`src/rtl/uart_tx_divclk_pkg.sv`:
```
// ---------------------------------------------------------------------------
// uart_tx_divclk_pkg
//   Shared constants for the divided-clock UART transmitter (and the future
//   receiver that will reuse edge_tick).
//   - FSM state encodings, 3 bits wide, kept as plain localparam constants so
//     they match the legacy header values (IDLE=0 .. STOP=4).
//   - Idle level of the serial line.
// ---------------------------------------------------------------------------
package uart_tx_divclk_pkg;

    localparam logic [2:0] ST_IDLE  = 3'd0;
    localparam logic [2:0] ST_WAIT  = 3'd1;
    localparam logic [2:0] ST_START = 3'd2;
    localparam logic [2:0] ST_DATA  = 3'd3;
    localparam logic [2:0] ST_STOP  = 3'd4;

    // A UART line rests at mark (logic high) between frames.
    localparam logic LINE_IDLE = 1'b1;

endpackage

```
`src/rtl/uart_tx_divclk_edge_tick.sv`:
```
// ---------------------------------------------------------------------------
// edge_tick
//   Registered rising-edge detector. Turns a square wave that is already
//   generated in the iwClk domain into a one-cycle tick.
//   Ports:
//     iwClk   - system clock, rising edge
//     iwnRst  - asynchronous active-low reset
//     iwSig   - input square wave (iwClk-domain register output)
//     owTick  - high for the one cycle in which iwSig has just risen
//   pRstVal sets the reset value of the delay register. Resetting it to 1
//   means a signal that is already high at reset release does not produce a
//   spurious tick.
// ---------------------------------------------------------------------------
module edge_tick #(
    parameter logic pRstVal = 1'b1
) (
    input  logic iwClk,
    input  logic iwnRst,
    input  logic iwSig,
    output logic owTick
);

    logic rSigQ;

    always_ff @(posedge iwClk or negedge iwnRst) begin
        if (!iwnRst) begin
            rSigQ <= pRstVal;
        end else begin
            rSigQ <= iwSig;
        end
    end

    assign owTick = iwSig & ~rSigQ;

endmodule

```
`src/rtl/uart_tx_divclk.sv`:
```
// ---------------------------------------------------------------------------
// uart_tx_divclk
//   UART transmitter timed by the divided-clock square wave. Each rising edge
//   of iwDivClk becomes one bit-time tick; a byte accepted on a valid/ready
//   handshake is sent as start bit, LSB-first data, then stop bit(s).
//   Ports:
//     iwClk     - system clock, rising edge
//     iwnRst    - asynchronous active-low reset
//     iwDivClk  - baud square wave, registered in the iwClk domain
//     iwValid   - transmit request
//     iwData    - word to send, sampled only on the handshake
//     owReady   - combinational, high while idle
//     orTx      - serial line, idle high
//     orBusy    - high from the handshake until the last stop bit ends
//   Parameters: pDataBits (5..9), pStopBits (1 or 2).
// ---------------------------------------------------------------------------
module uart_tx_divclk
    import uart_tx_divclk_pkg::*;
#(
    parameter int pDataBits = 8,
    parameter int pStopBits = 1
) (
    input  logic                 iwClk,
    input  logic                 iwnRst,
    input  logic                 iwDivClk,
    input  logic                 iwValid,
    input  logic [pDataBits-1:0] iwData,
    output logic                 owReady,
    output logic                 orTx,
    output logic                 orBusy
);

    localparam int                cIdxW    = (pDataBits > 1) ? $clog2(pDataBits) : 1;
    localparam logic [cIdxW-1:0]  cLastIdx = cIdxW'(pDataBits - 1);
    localparam logic              cLastStp = 1'(pStopBits - 1);

    logic                 wTick;
    logic [2:0]           rState;
    logic [pDataBits-1:0] rShift;
    logic [cIdxW-1:0]     rBitIdx;
    logic                 rStopCnt;

    // iwDivClk comes straight from a register in this clock domain, so the
    // edge detector samples it directly without a synchroniser.
    edge_tick #(
        .pRstVal (1'b1)
    ) uDivTick (
        .iwClk  (iwClk),
        .iwnRst (iwnRst),
        .iwSig  (iwDivClk),
        .owTick (wTick)
    );

    assign owReady = (rState == ST_IDLE);

    always_ff @(posedge iwClk or negedge iwnRst) begin
        if (!iwnRst) begin
            rState   <= ST_IDLE;
            rShift   <= '0;
            rBitIdx  <= '0;
            rStopCnt <= 1'b0;
            orTx     <= LINE_IDLE;
            orBusy   <= 1'b0;
        end else begin
            case (rState)
                // Ticks are deliberately ignored here: the WAIT state exists
                // so the start bit always begins on a tick and lasts a full
                // bit period, even if a tick coincides with the handshake.
                ST_IDLE: begin
                    if (iwValid) begin
                        rShift <= iwData;
                        orBusy <= 1'b1;
                        rState <= ST_WAIT;
                    end
                end
                ST_WAIT: begin
                    if (wTick) begin
                        orTx   <= 1'b0;
                        rState <= ST_START;
                    end
                end
                ST_START: begin
                    if (wTick) begin
                        orTx    <= rShift[0];
                        rShift  <= rShift >> 1;
                        rBitIdx <= '0;
                        rState  <= ST_DATA;
                    end
                end
                // rBitIdx counts data bits already on the line; once the
                // last one has had its full period the line goes to stop.
                ST_DATA: begin
                    if (wTick) begin
                        if (rBitIdx == cLastIdx) begin
                            orTx     <= LINE_IDLE;
                            rStopCnt <= 1'b0;
                            rState   <= ST_STOP;
                        end else begin
                            orTx    <= rShift[0];
                            rShift  <= rShift >> 1;
                            rBitIdx <= rBitIdx + cIdxW'(1);
                        end
                    end
                end
                ST_STOP: begin
                    if (wTick) begin
                        if (rStopCnt == cLastStp) begin
                            orBusy <= 1'b0;
                            rState <= ST_IDLE;
                        end else begin
                            rStopCnt <= 1'b1;
                        end
                    end
                end
                default: begin
                    orTx   <= LINE_IDLE;
                    orBusy <= 1'b0;
                    rState <= ST_IDLE;
                end
            endcase
        end
    end

endmodule

```
`config.mk`:
```
export PLATFORM = sky130hd
export DESIGN_NAME = uart_tx_divclk
export DESIGN_NICKNAME = d
export VERILOG_FILES = /design/src/rtl/uart_tx_divclk_pkg.sv /design/src/rtl/uart_tx_divclk_edge_tick.sv /design/src/rtl/uart_tx_divclk.sv
export SDC_FILE = /design/constraint.sdc
export NUM_CORES = 1
export LEC_CHECK = 0
export ABC_AREA = 1
export BUFFER_PORTS_ARGS = -buffer_cell sky130_fd_sc_hd__buf_2
export CAP_MARGIN = 30
export CORE_UTILIZATION = 49
export CTS_CLUSTER_DIAMETER = 150
export DETAILED_ROUTE_END_ITERATION = 16
export PLACE_DENSITY = 0.75
export SYNTH_ARGS = -nofsm -noshare
export SYNTH_HDL_FRONTEND = slang
export SYNTH_SLANG_ARGS = --single-unit
```
`constraint.sdc`:
```
create_clock -name iwClk -period 1.5 [get_ports iwClk]
set_clock_uncertainty 0.15 [all_clocks]
set_input_delay 0.15 -clock iwClk [delete_from_list [all_inputs] [get_ports iwClk]]
set_output_delay 0.15 -clock iwClk [all_outputs]
set_load 0.02 [all_outputs]
```
Word-level counts from Yosys, hierarchy flattened --
Cells that the tools add are included. Widths: inputs -> output; s select.
Cells by class: mux-type cells 31, equality and inequality tests 13, add/sub/neg operators 1, bitwise gates (word level) 4, div/mod/pow operators 0, shift-type cells 0, reduce and logical (&&, ||, !) cells 12, multiply operators 0, order comparisons 0
Operators by type and width (number):
- $mux 8 | 4
- $mux 3 | 10
- $pmux 8 s3 | 1
- $reduce_and 4->1 | 4
- $pmux 3 s5 | 1
- $mux 1 | 11
- $ne 2x1->1 const B | 4
- $ne 2x2->1 const B | 4
- $reduce_and 7->1 | 1
- $eq 3x2->1 const B | 2
- $eq 3x3->1 const B | 2
- $pmux 3 s2 | 1
- $reduce_and 5->1 | 1
- $pmux 1 s4 | 1
- $reduce_bool 2->1 | 2
- $add 3x1->3 const B | 1
- $eq 3x1->1 const B | 1
- $logic_not 3->1 | 1
- $not 1->1 | 3
- $pmux 1 s3 | 1
- $reduce_bool 3->1 | 1
- $reduce_or 3->1 | 1
- $pmux 1 s2 | 1
- $reduce_or 2->1 | 1
- $and 1x1->1 | 1
Storage, ports and cells: flip-flop bits (word level) 18, output and inout port bits 3, latch bits 0, bits in writable memories 0, input port bits 12, logic and storage cells 68, memories 0, ROM bits 0

Logic depth before layout (Yosys ltp) --
Gate-level depths: netlist of run 1.
depth in word-level cells 4, depth in mapped cells 9

By module --
Synthesis of run 1 repeated with hierarchy kept, for this count alone.
Unflattened totals: cell total of the unflattened synthesis 119, area total of the unflattened synthesis 1014.7 µm²
By module, submodules not included:
- uart_tx_divclk | cells each 116, area an instance 978.4 µm², times used 1
- edge_tick | cells each 3, area an instance 36.3 µm², times used 1

Worst setup path before layout of run 1 --
Ideal clock, no wire load.
kind flip-flop to flip-flop, start point register rBitIdx[0], end point register rShift[7], setup time 117 ps, setup slack -26 ps, clock period less this slack 1526 ps, arrival time 1259 ps, stages on the path, launching flop included 9, cells stage by stage dfrtp_1 ha_1 ha_1 inv_1 nand3_4 o21ai_4 nand2_4 nand2_1 nand2_1
Between the ends: longest elaborated chain between the ends 3
RTL lines:
- start: declaration | RTL line uart_tx_divclk.sv:40 | logic [cIdxW-1:0] rBitIdx;
- start signal: assignment | RTL line uart_tx_divclk.sv:101 | rBitIdx <= rBitIdx + cIdxW'(1);
- $eq 3x3->1 | RTL line uart_tx_divclk.sv:94 | if (rBitIdx == cLastIdx) begin
- $ne 2x2->1 (no source line)
- $reduce_and 5->1 (no source line)
- end signal: assignment | RTL line uart_tx_divclk.sv:71 | rShift <= iwData;
- end signal: assignment | RTL line uart_tx_divclk.sv:85 | rShift <= rShift >> 1;
- end signal: assignment | RTL line uart_tx_divclk.sv:100 | rShift <= rShift >> 1;
- end: declaration | RTL line uart_tx_divclk.sv:39 | logic [pDataBits-1:0] rShift;
No other way between the ends. A chain may end at the register's enable or synchronous reset.

Final worst setup path of run 1 --
start point register rBitIdx[0], end point register rShift[2]
The elaborated chain is that of the path after synthesis.

==> results of run 1 <==
==> timing repair <==
item | 4_1_cts | 5_1_grt
hold endpoints to repair | 19 | 0
hold buffers | 3 | 0
endpoints found under the setup margin | 12 | 15
pin swaps | 11 | 8
buffers inserted | 3 | 5
gates resized for setup | 13 | 14
gates cloned | 1 | 0
==> synthesized netlist by cell type <==
cell type  count  area share
inv_2          5       0.019
nand3_1       16       0.082
dfrtp_1       15        0.38
nand3b_1       1      0.0077
o21ai_0        2       0.010
inv_1          8       0.031
o21ai_4        1       0.017
nand2_1       59        0.23
o31ai_1        1      0.0077
nand3_4        1       0.018
nor2_2         3       0.019
nor2_1         6       0.023
dfstp_2        2       0.054
buf_2          1      0.0051
nor2_8         1       0.020
ha_1           3       0.038
buf_4          1      0.0077
nand2_4        1       0.011
o21ai_1        1      0.0051
a21oi_1        3       0.015
==> path summary, 6_finish.rpt <==
kind | to | slack (ns) | cells after the start
hold reg to reg | rShift[5] | 0.33 | 2
min in group asynchronous | rShift[2] | 0.16 | 2
hold / removal | rShift[3] | 0.03 | 5
setup reg to reg | rShift[2] | -0.04 | 8
max in group asynchronous | uDivTick.rSigQ | 0.72 | 2
setup / recovery | rShift[2] | -0.04 | 8
==> layer usage <==
layer / GRT usage / vias up
li1: - / 485
met1: 0.298 / 456
met2: 0.397 / 36
met3: 0.0471 / 11
met4: 0.126 / 0
met5: 0 / -
==> sequential cells by signal (all words and copies together), names as in the netlist <==
name,count
orBusy,1
orTx,1
rBitIdx,3
rShift,8
rState,3
uDivTick.rSigQ,1
==> layout make-up <==
cell class | count | area [um2]
clock buffers | 4 | 26.3
fillers | 151 | 464
inverters | 13 | 51.3
multi-input cells | 100 | 559
flip-flops and latches | 17 | 432
well taps | 25 | 31.3
repair buffers | 33 | 238
==> per-stage QoR <==
| step | setup slack [ns] | hold slack, ns | instance area, um2 | total power [mW] | setup TNS (ns) |
|---|---|---|---|---|---|
| 2_1_floorplan | 0.0264 | -0.296 | 982 | 1.92 | 0 |
| 3_3_place_gp | -0.0172 | -0.0619 | 1130 | 2.30 | -0.0986 |
| 3_5_place_dp | -0.0801 | -0.0576 | 1130 | 2.36 | -0.582 |
| 4_1_cts | -0.0455 | 0.0294 | 1260 | 2.79 | -0.337 |
| 5_1_grt | -0.128 | 0.0411 | 1340 | 3.36 | -1.51 |
| 6_report | -0.0447 | 0.0321 | 1340 | 3.12 | -0.214 |
==> report_power, final <==
part	leakage [nW]	internal, mW	switching [mW]
clock network	0.0150	0.103	0.141
logic	0.494	0.864	1.14
registers	0.207	0.689	0.181
==> critical path: cells and delay by family, from the launching register on <==
family                   cells  cell delay, ns
buffers and inverters        1            0.06
AND/OR/NAND/NOR              4            0.35
flip-flops                   1            0.39
AO/OA/AOI/OAI                1            0.12
adder cells (fa/ha/maj)      2            0.38
==> cell families after synthesis <==
| group | after synthesis | synth area share |
|---|---|---|
| buffers and inverters | 15 | 0.0626 |
| flip-flops | 17 | 0.437 |
| adder cells (fa/ha/maj) | 3 | 0.0383 |
| AND/OR/NAND/NOR | 88 | 0.407 |
| AO/OA/AOI/OAI | 8 | 0.0549 |
==> results.cfg, run 1 <==
[outcome]
outcome = finished with violations
violations = setup timing

[yosys]
ys_seq_area_frac = 0.437
syn_area_um2 = 980
synthCells = 131
avgSynthCellArea_um2 = 7.48
yosys.cell_types.count = 20
synth_nets = 146
yosys_warnings = 0
ys_ff_latch = 17

[global_route]
antenna_found_initial = 0
grt_pass1_vias = 894
overflow = 0
grt_max_degree = 18
gr-usage-all-layers = 0.242
grt_pass1_wl_um = 3660

[clock_tree]
cts_root_buf = clkbuf_4
cts_buffers = 3
cts.reportedPaths.clkPinSlew_ns = 0.10
cts.sinks = 17
cts_buffer_depth = 2
tritoncts = yes
clock_latency_ns = 0.29
htreeDepth = 1

[worst_setup_path]
cp.arrival_ns = 1.58
cp-startpoint = rBitIdx[0]
cpMaxStageDelayCell = dfrtp_1
reg2reg_from = rBitIdx[0]
critPathKind = reg -> reg
worstSetupEndpointType = flop
slowest_delay_ns = 0.39
cp.required_ns = 1.53
crit_chain = ha_2 -> ha_4 -> inv_4 -> nand3_4 -> o21ai_4 -> nand2_4 -> nand2_2 -> nand2_1
cp_max_fo = 8
critPathLaunchType = flop

[drt]
route.met3.wl_um = 100
finalWirelength_um = 2420
viasPerCell = 5.15
num_vias = 988
dr.first_iter.drc_count = 27
firstDrtPassIters = 4
ant_nets = 0
wl_per_cell_um = 12.6
met2WireLength_um = 1230
met1Wirelength_um = 1020
highest_layer = met4
drc = 0

[floorplanning]
chipHeight_um = 46.7
core_area_um2 = 1800
rows = 15
top_level_ports = 15
die_x_um = 46.7
die_area_um2 = 2180
initial_core_util = 0.544

[cells_and_area]
postLayoutCoreUtil = 0.742
stdcell_count = 192
syn2layout_area_growth_pct = 36.5
nets = 183
drive_gt1_frac = 0.401
final_common_cell = nand2_1
final_cell_mix = nand2_1 (50), nand3_1 (16), buf_2 (13), buf_4 (13), dfrtp_1 (12)
n_antenna_cell = 0

[job]
maxCapViolations = 0

[timing]
tightest_slew_ns = 0.392
slew_viol_final = 0
period_share = 1.03
clock.fmax_ghz = 0.647
max_slew_margin = 0.739
period_needed_ns = 1.54
rsz0062_at_grt = yes
finalHoldViolCount = 0
setup-violations-final = 8
setup_ws_ns = -0.0447

[power_and_ir_drop]
power_density_nw_per_um2 = 2330
ir_worst_vdd_mv = 1.25
p_leak_nw = 0.717

[placed_design]
io_buffers = 14
gp_congestion = 0.825
dpl.cell_count = 176
dp.final_hpwl_um = 1550

[min_path]
hold_start = iwData[3]
hold_path_class = in -> reg
Power figures use the tool's default switching activity.
==> run 2, diff against run 1 <==
- CORE_ASPECT_RATIO: default -> 0.9
==> run 2 against run 1 <==
Compared with the run above: the run still ends with setup timing left; global-route usage down 1.5 points; via count down 2.0%; count of clock-buffer cells in the layout unchanged; fmax up 1.8%; utilization up 1.1 points; first-iteration DRC count up 7.4%; final cell count down 0.52%; combinational power about the same; hold slack better by 0.0026 ns; sequential share of layout area about the same.
==> results.cfg, run 2 (synthesized netlist as in run 1, its figures left out) <==
[power_and_ir_drop]
power_density_nw_per_um2 = 2330
switching_share = 0.468
power_frac_comb = 0.646
clkPwrFrac = 0.077
p_total_mw = 3.10
p_int_mw = 1.65
p_seq_frac = 0.277
p_switching_mw = 1.45
p_leak_nw = 0.717
ir_worst_vdd_mv = 1.44

[floorplanning]
core_area_um2 = 1770
initial_core_util = 0.554
top_level_ports = 15
chipHeight_um = 44.4
rows = 14
die_x_um = 49.1
die_area_um2 = 2180

[clock_tree]
htreeDepth = 1
cts.reportedPaths.clkPinSlew_ns = 0.09
cts.sinks = 17
cts_buffers = 3
clock_latency_ns = 0.29
cts_root_buf = clkbuf_4
cts_buffer_depth = 2
tritoncts = yes

[cells_and_area]
num-fill-cells = 129
fin_area_um2 = 1330
stdcell_count = 191
final_common_cell = nand2_1
nets = 183
reg.largest.list = rShift x8, rBitIdx x3, rState x3
final_cell_mix = nand2_1 (55), nand3_1 (16), buf_2 (13), dfrtp_1 (13), buf_4 (13)
n_antenna_cell = 0
regMostFlops = rShift
syn2layout_area_growth_pct = 36.0
largest_register_ffs = 8
drive_gt1_frac = 0.365
postLayoutCoreUtil = 0.753

[timing]
period_needed_ns = 1.52
setup_tns_ns = -0.0413
whs_ns = 0.0347
period_share = 1.01
clock.fmax_ghz = 0.659
setup_ws_ns = -0.0176
setup-violations-final = 4
slew_viol_final = 0
max_slew_margin = 0.746
finalHoldViolCount = 0
tightest_slew_ns = 0.381
rsz0062_at_grt = yes

[placed_design]
dpl.cell_count = 175
placed_cell_area_um2 = 1130
dp_slack_ns = -0.0836
gp_congestion = 0.884
dp.final_hpwl_um = 1500
io_buffers = 14

[worst_setup_path]
critPathLaunchType = flop
critPathBufInv = 1
cp.required_ns = 1.53
critPathKind = reg -> reg
cp_max_fo = 8
critPathTopFamily = flip-flops
worstSetupEndpointType = flop
cp.arrival_ns = 1.55
cpMaxStageDelayCell = dfrtp_1
crit_chain = ha_4 -> ha_4 -> inv_4 -> nand3_4 -> o21ai_4 -> nand2_4 -> nand2_1 -> nand2_1
slowest_delay_ns = 0.42

[drt]
wl_per_cell_um = 12.4
num_vias = 968
dr.first_iter.drc_count = 29
firstDrtPassIters = 4
ant_nets = 0
drc = 0
finalWirelength_um = 2370
viasPerCell = 5.07

[global_route]
overflow = 0
grt_max_degree = 18
grt_pass1_vias = 884
grt_pass1_wl_um = 3730
gr-usage-all-layers = 0.226
antenna_found_initial = 0

[outcome]
outcome = finished with violations
violations = setup timing

[min_path]
hold_path_class = in -> reg

[job]
maxCapViolations = 0
-- run 2: power by group through the flow --
stage / Clock, mW / Combinational (mW) / Sequential (mW)
after floorplan: 0 / 1.10 / 0.820
after global routing: 0.269 / 2.20 / 0.887
final: 0.240 / 2.00 / 0.859
after CTS: 0.254 / 1.75 / 0.841
after global placement: 0 / 1.45 / 0.862
after detailed placement: 0 / 1.48 / 0.872
-- run 2: cell type report --
type	count	area (um2)	area share
Timing Repair Buffer	33	238	0.178
Multi-Input combinational cell	100	557	0.418
Sequential cell	17	430	0.323
Inverter	13	51.3	0.0385
Tap cell	24	30.0	0.0225
Clock buffer	4	26.3	0.0197
-- run 2: final timing paths --
path / slack [ns] / depth (start not counted) / to / startpoint
max: -0.02 / 8 / rShift[2] / rBitIdx[1]
min: 0.03 / 5 / rShift[4] / iwData[4]
max reg2reg: -0.02 / 8 / rShift[2] / rBitIdx[1]
min reg2reg: 0.33 / 2 / rShift[6] / rShift[6]
max in group asynchronous: 0.74 / 2 / uDivTick.rSigQ / iwnRst
min in group asynchronous: 0.15 / 2 / rShift[2] / iwnRst
-- run 2: repair_timing --
item | in CTS | in global routing
endpoints found under the setup margin | 12 | 15
resized for setup | 13 | 9
pin swaps | 9 | 2
setup buffers | 5 | 3
gates cloned | 1 | 0
hold endpoints to repair | 19 | 0
hold buffers | 3 | 0
-- run 2: per-layer routing --
layer / track usage / vias up / share of wire
met3: 0.0619 / 6 / 0.053
li1: - / 484 / -
met5: 0 / - / 0
met1: 0.284 / 449 / 0.45
met4: 0.0529 / 0 / 0.022
met2: 0.392 / 29 / 0.47
-- run 2: worst min-delay path, stage by stage --
cell,delay [ns]
buf_2,0.07
nand2_1,0.04
nand2_1,0.05
nand3_1,0.07
nand2_1,0.06
==> run 3, diff against run 2 <==
- SYNTH_HIERARCHICAL: default -> 1
==> run 3 against run 2 <==
Compared with the run above: fmax down 7.9%; first-iteration DRC count up 28%; synthesized cell count down 9.2%; the run still ends with setup timing left; non-clock buffer count down 3; die area up 3.4%; clock power up 3%; largest power group unchanged; setup slack worse by 0.13 ns; combinational power about the same; power up 1.8%; routed wire length down 1.5%.
==> results.cfg, run 3 <==
[drt]
firstDrtPassIters = 4
viasPerCell = 5.23
drc = 0
met2WireLength_um = 1280
route.met3.wl_um = 98
dr.first_iter.drc_count = 37
num_vias = 916
highest_layer = met4
ant_nets = 0
wl_per_cell_um = 13.3
finalWirelength_um = 2330
met1Wirelength_um = 924

[global_route]
overflow = 0
antenna_found_initial = 0
grt_pass1_vias = 810
gr-usage-all-layers = 0.204
grt_max_degree = 18
grt_pass1_wl_um = 3330

[floorplanning]
initial_core_util = 0.525
core_area_um2 = 1930
die_x_um = 50.0
die_area_um2 = 2260
top_level_ports = 15
chipHeight_um = 45.2
rows = 15

[placed_design]
dpl.cell_count = 164
gp_congestion = 0.857
dp.final_hpwl_um = 1460
io_buffers = 14
placed_cell_area_um2 = 1170

[yosys]
ys_ff_latch = 17
synthAdderAreaFrac = 0.0370
synth_nets = 134
ys_async_sr_fraction = 1.00
synthMuxAreaShare = 0
synthCells = 119
synth_ff_type = dfrtp_1
syn_area_um2 = 1010
synth_xor_xnor_area_share = 0
yosys-top-cells-area = dfrtp_1 (37%), nand2_1 (11%), o21ai_2 (6.9%)
synth_top_cell_by_area = dfrtp_1
ys_top_cells_by_count = nand2_1 (30), inv_1 (16), dfrtp_1 (15)
yosys.area_share.simple = 0.256
synth-compound-area-share = 0.181
yosys.cell_types.count = 26
ys_seq_area_frac = 0.422
synth_top_family_by_area = simple AND/OR/NAND/NOR gates
yosysMostFrequentCell = nand2_1
yosys_warnings = 6
synth.top_cell.area_share = 0.370
avgSynthCellArea_um2 = 8.53
synth_edf_count = 0

[worst_setup_path]
critPathKind = reg -> reg
worstSetupEndpointType = flop
critPathLaunchType = flop
cp.arrival_ns = 1.73
cp.required_ns = 1.58
cp_max_fo = 8

[clock_tree]
cts.reportedPaths.clkPinSlew_ns = 0.11
clock_latency_ns = 0.28
htreeDepth = 1
tritoncts = yes
cts_buffer_depth = 2
cts.sinks = 17
cts_root_buf = clkbuf_4
cts_buffers = 3

[timing]
clock.fmax_ghz = 0.607
setup-violations-final = 14
finalHoldViolCount = 0
slew_viol_final = 0
max_slew_margin = 0.746
tightest_slew_ns = 0.380
whs_ns = 0.0547
setup_ws_ns = -0.147
period_share = 1.10
period_needed_ns = 1.65
rsz0062_at_grt = yes

[cells_and_area]
stdcell_count = 175
regMostFlops = rShift
reg.largest.list = rShift x8, rBitIdx x3, rState x3
fin_area_um2 = 1390
largest_register_ffs = 8
nets = 166
syn2layout_area_growth_pct = 37.0
n_antenna_cell = 0
final_common_cell = nand2_1
drive_gt1_frac = 0.493
final_cell_mix = nand2_1 (24), inv_1 (13), buf_2 (13)

[outcome]
violations = setup timing
outcome = finished with violations

[power_and_ir_drop]
p_leak_nw = 0.659
p_total_mw = 3.16
ir_worst_vdd_mv = 1.18
power_density_nw_per_um2 = 2270

[min_path]
hold_path_class = in -> reg

[job]
maxCapViolations = 0
[run 3: cell types whose count changed after synthesis, moves of 2 or more]
cell,change
nand2_1,-29
nand2_2,+2
buf_6,+2
nor3_1,+2
o21ai_0,+6
inv_2,-4
nand3_1,-9
o21ai_1,+2
o21ai_2,+8
nor2_1,-3
inv_1,+8
nand3_2,+2
[run 3: worst max-delay path, stage by stage, from the launching register on]
cell and delay (ns):
dfrtp_1 0.43, ha_4 0.19, ha_4 0.16, inv_2 0.04, nand2_2 0.06, o21ai_4 0.21
nand3_4 0.19, o21ai_2 0.17
[run 3: where the power goes]
part	internal, mW	total, mW	switching, mW
clock network	0.0991	0.248	0.149
logic	0.818	2.01	1.19
registers	0.695	0.899	0.204
[run 3: logic make-up after synthesis]
group,Yosys count
adders and majority gates,3
buffers and inverters,22
AOI/OAI and AO/OA,25
and+or+nand+nor,52
DFF,17
[run 3: per-stage QoR]
step           setup slack [ns]  utilization  setup TNS (ns)
5_1_grt                  -0.228        0.719           -2.62
2_1_floorplan            -0.122            -          -0.668
3_3_place_gp             -0.157        0.607           -1.47
6_report                 -0.147        0.719           -1.55
3_5_place_dp             -0.223        0.607           -2.08
4_1_cts                  -0.143        0.651           -1.54
[run 3: cell type report]
| type | instances | area, um2 |
|---|---|---|
| Sequential cell | 17 | 432 |
| Fill cell | 140 | 543 |
| Multi-Input combinational cell | 81 | 601 |
| Clock inverter | 1 | 5.00 |
| Tap cell | 25 | 31.3 |
| Clock buffer | 3 | 22.5 |
| Timing Repair Buffer | 30 | 224 |
| Inverter | 18 | 75.1 |
[run 3: worst paths after layout]
kind	from	end	slack, ns	cells past startpoint
worst max-delay path	rBitIdx[0]	rShift[0]	-0.15	7
worst min-delay path	iwData[2]	rShift[2]	0.05	5
worst max register to register	rBitIdx[0]	rShift[0]	-0.15	7
worst min register to register	rShift[2]	rShift[2]	0.34	2
max in group asynchronous	iwnRst	uDivTick/rSigQ	0.73	2
min in group asynchronous	iwnRst	rShift[0]	0.14	2
[run 3: routing by layer]
layer	global-route usage	vias up
met3	0.0303	4
met5	0	-
met4	0.103	0
met2	0.370	33
li1	-	442
met1	0.237	437
[run 3: repair_timing]
item                       4_1_cts  5_1_grt
hold buffers                     3        0
buffers inserted                 0        3
setup endpoints to repair       12       16
resized for setup                4       26
hold endpoints to repair        19        0
pin swaps                        9        5
gates cloned                     1        0
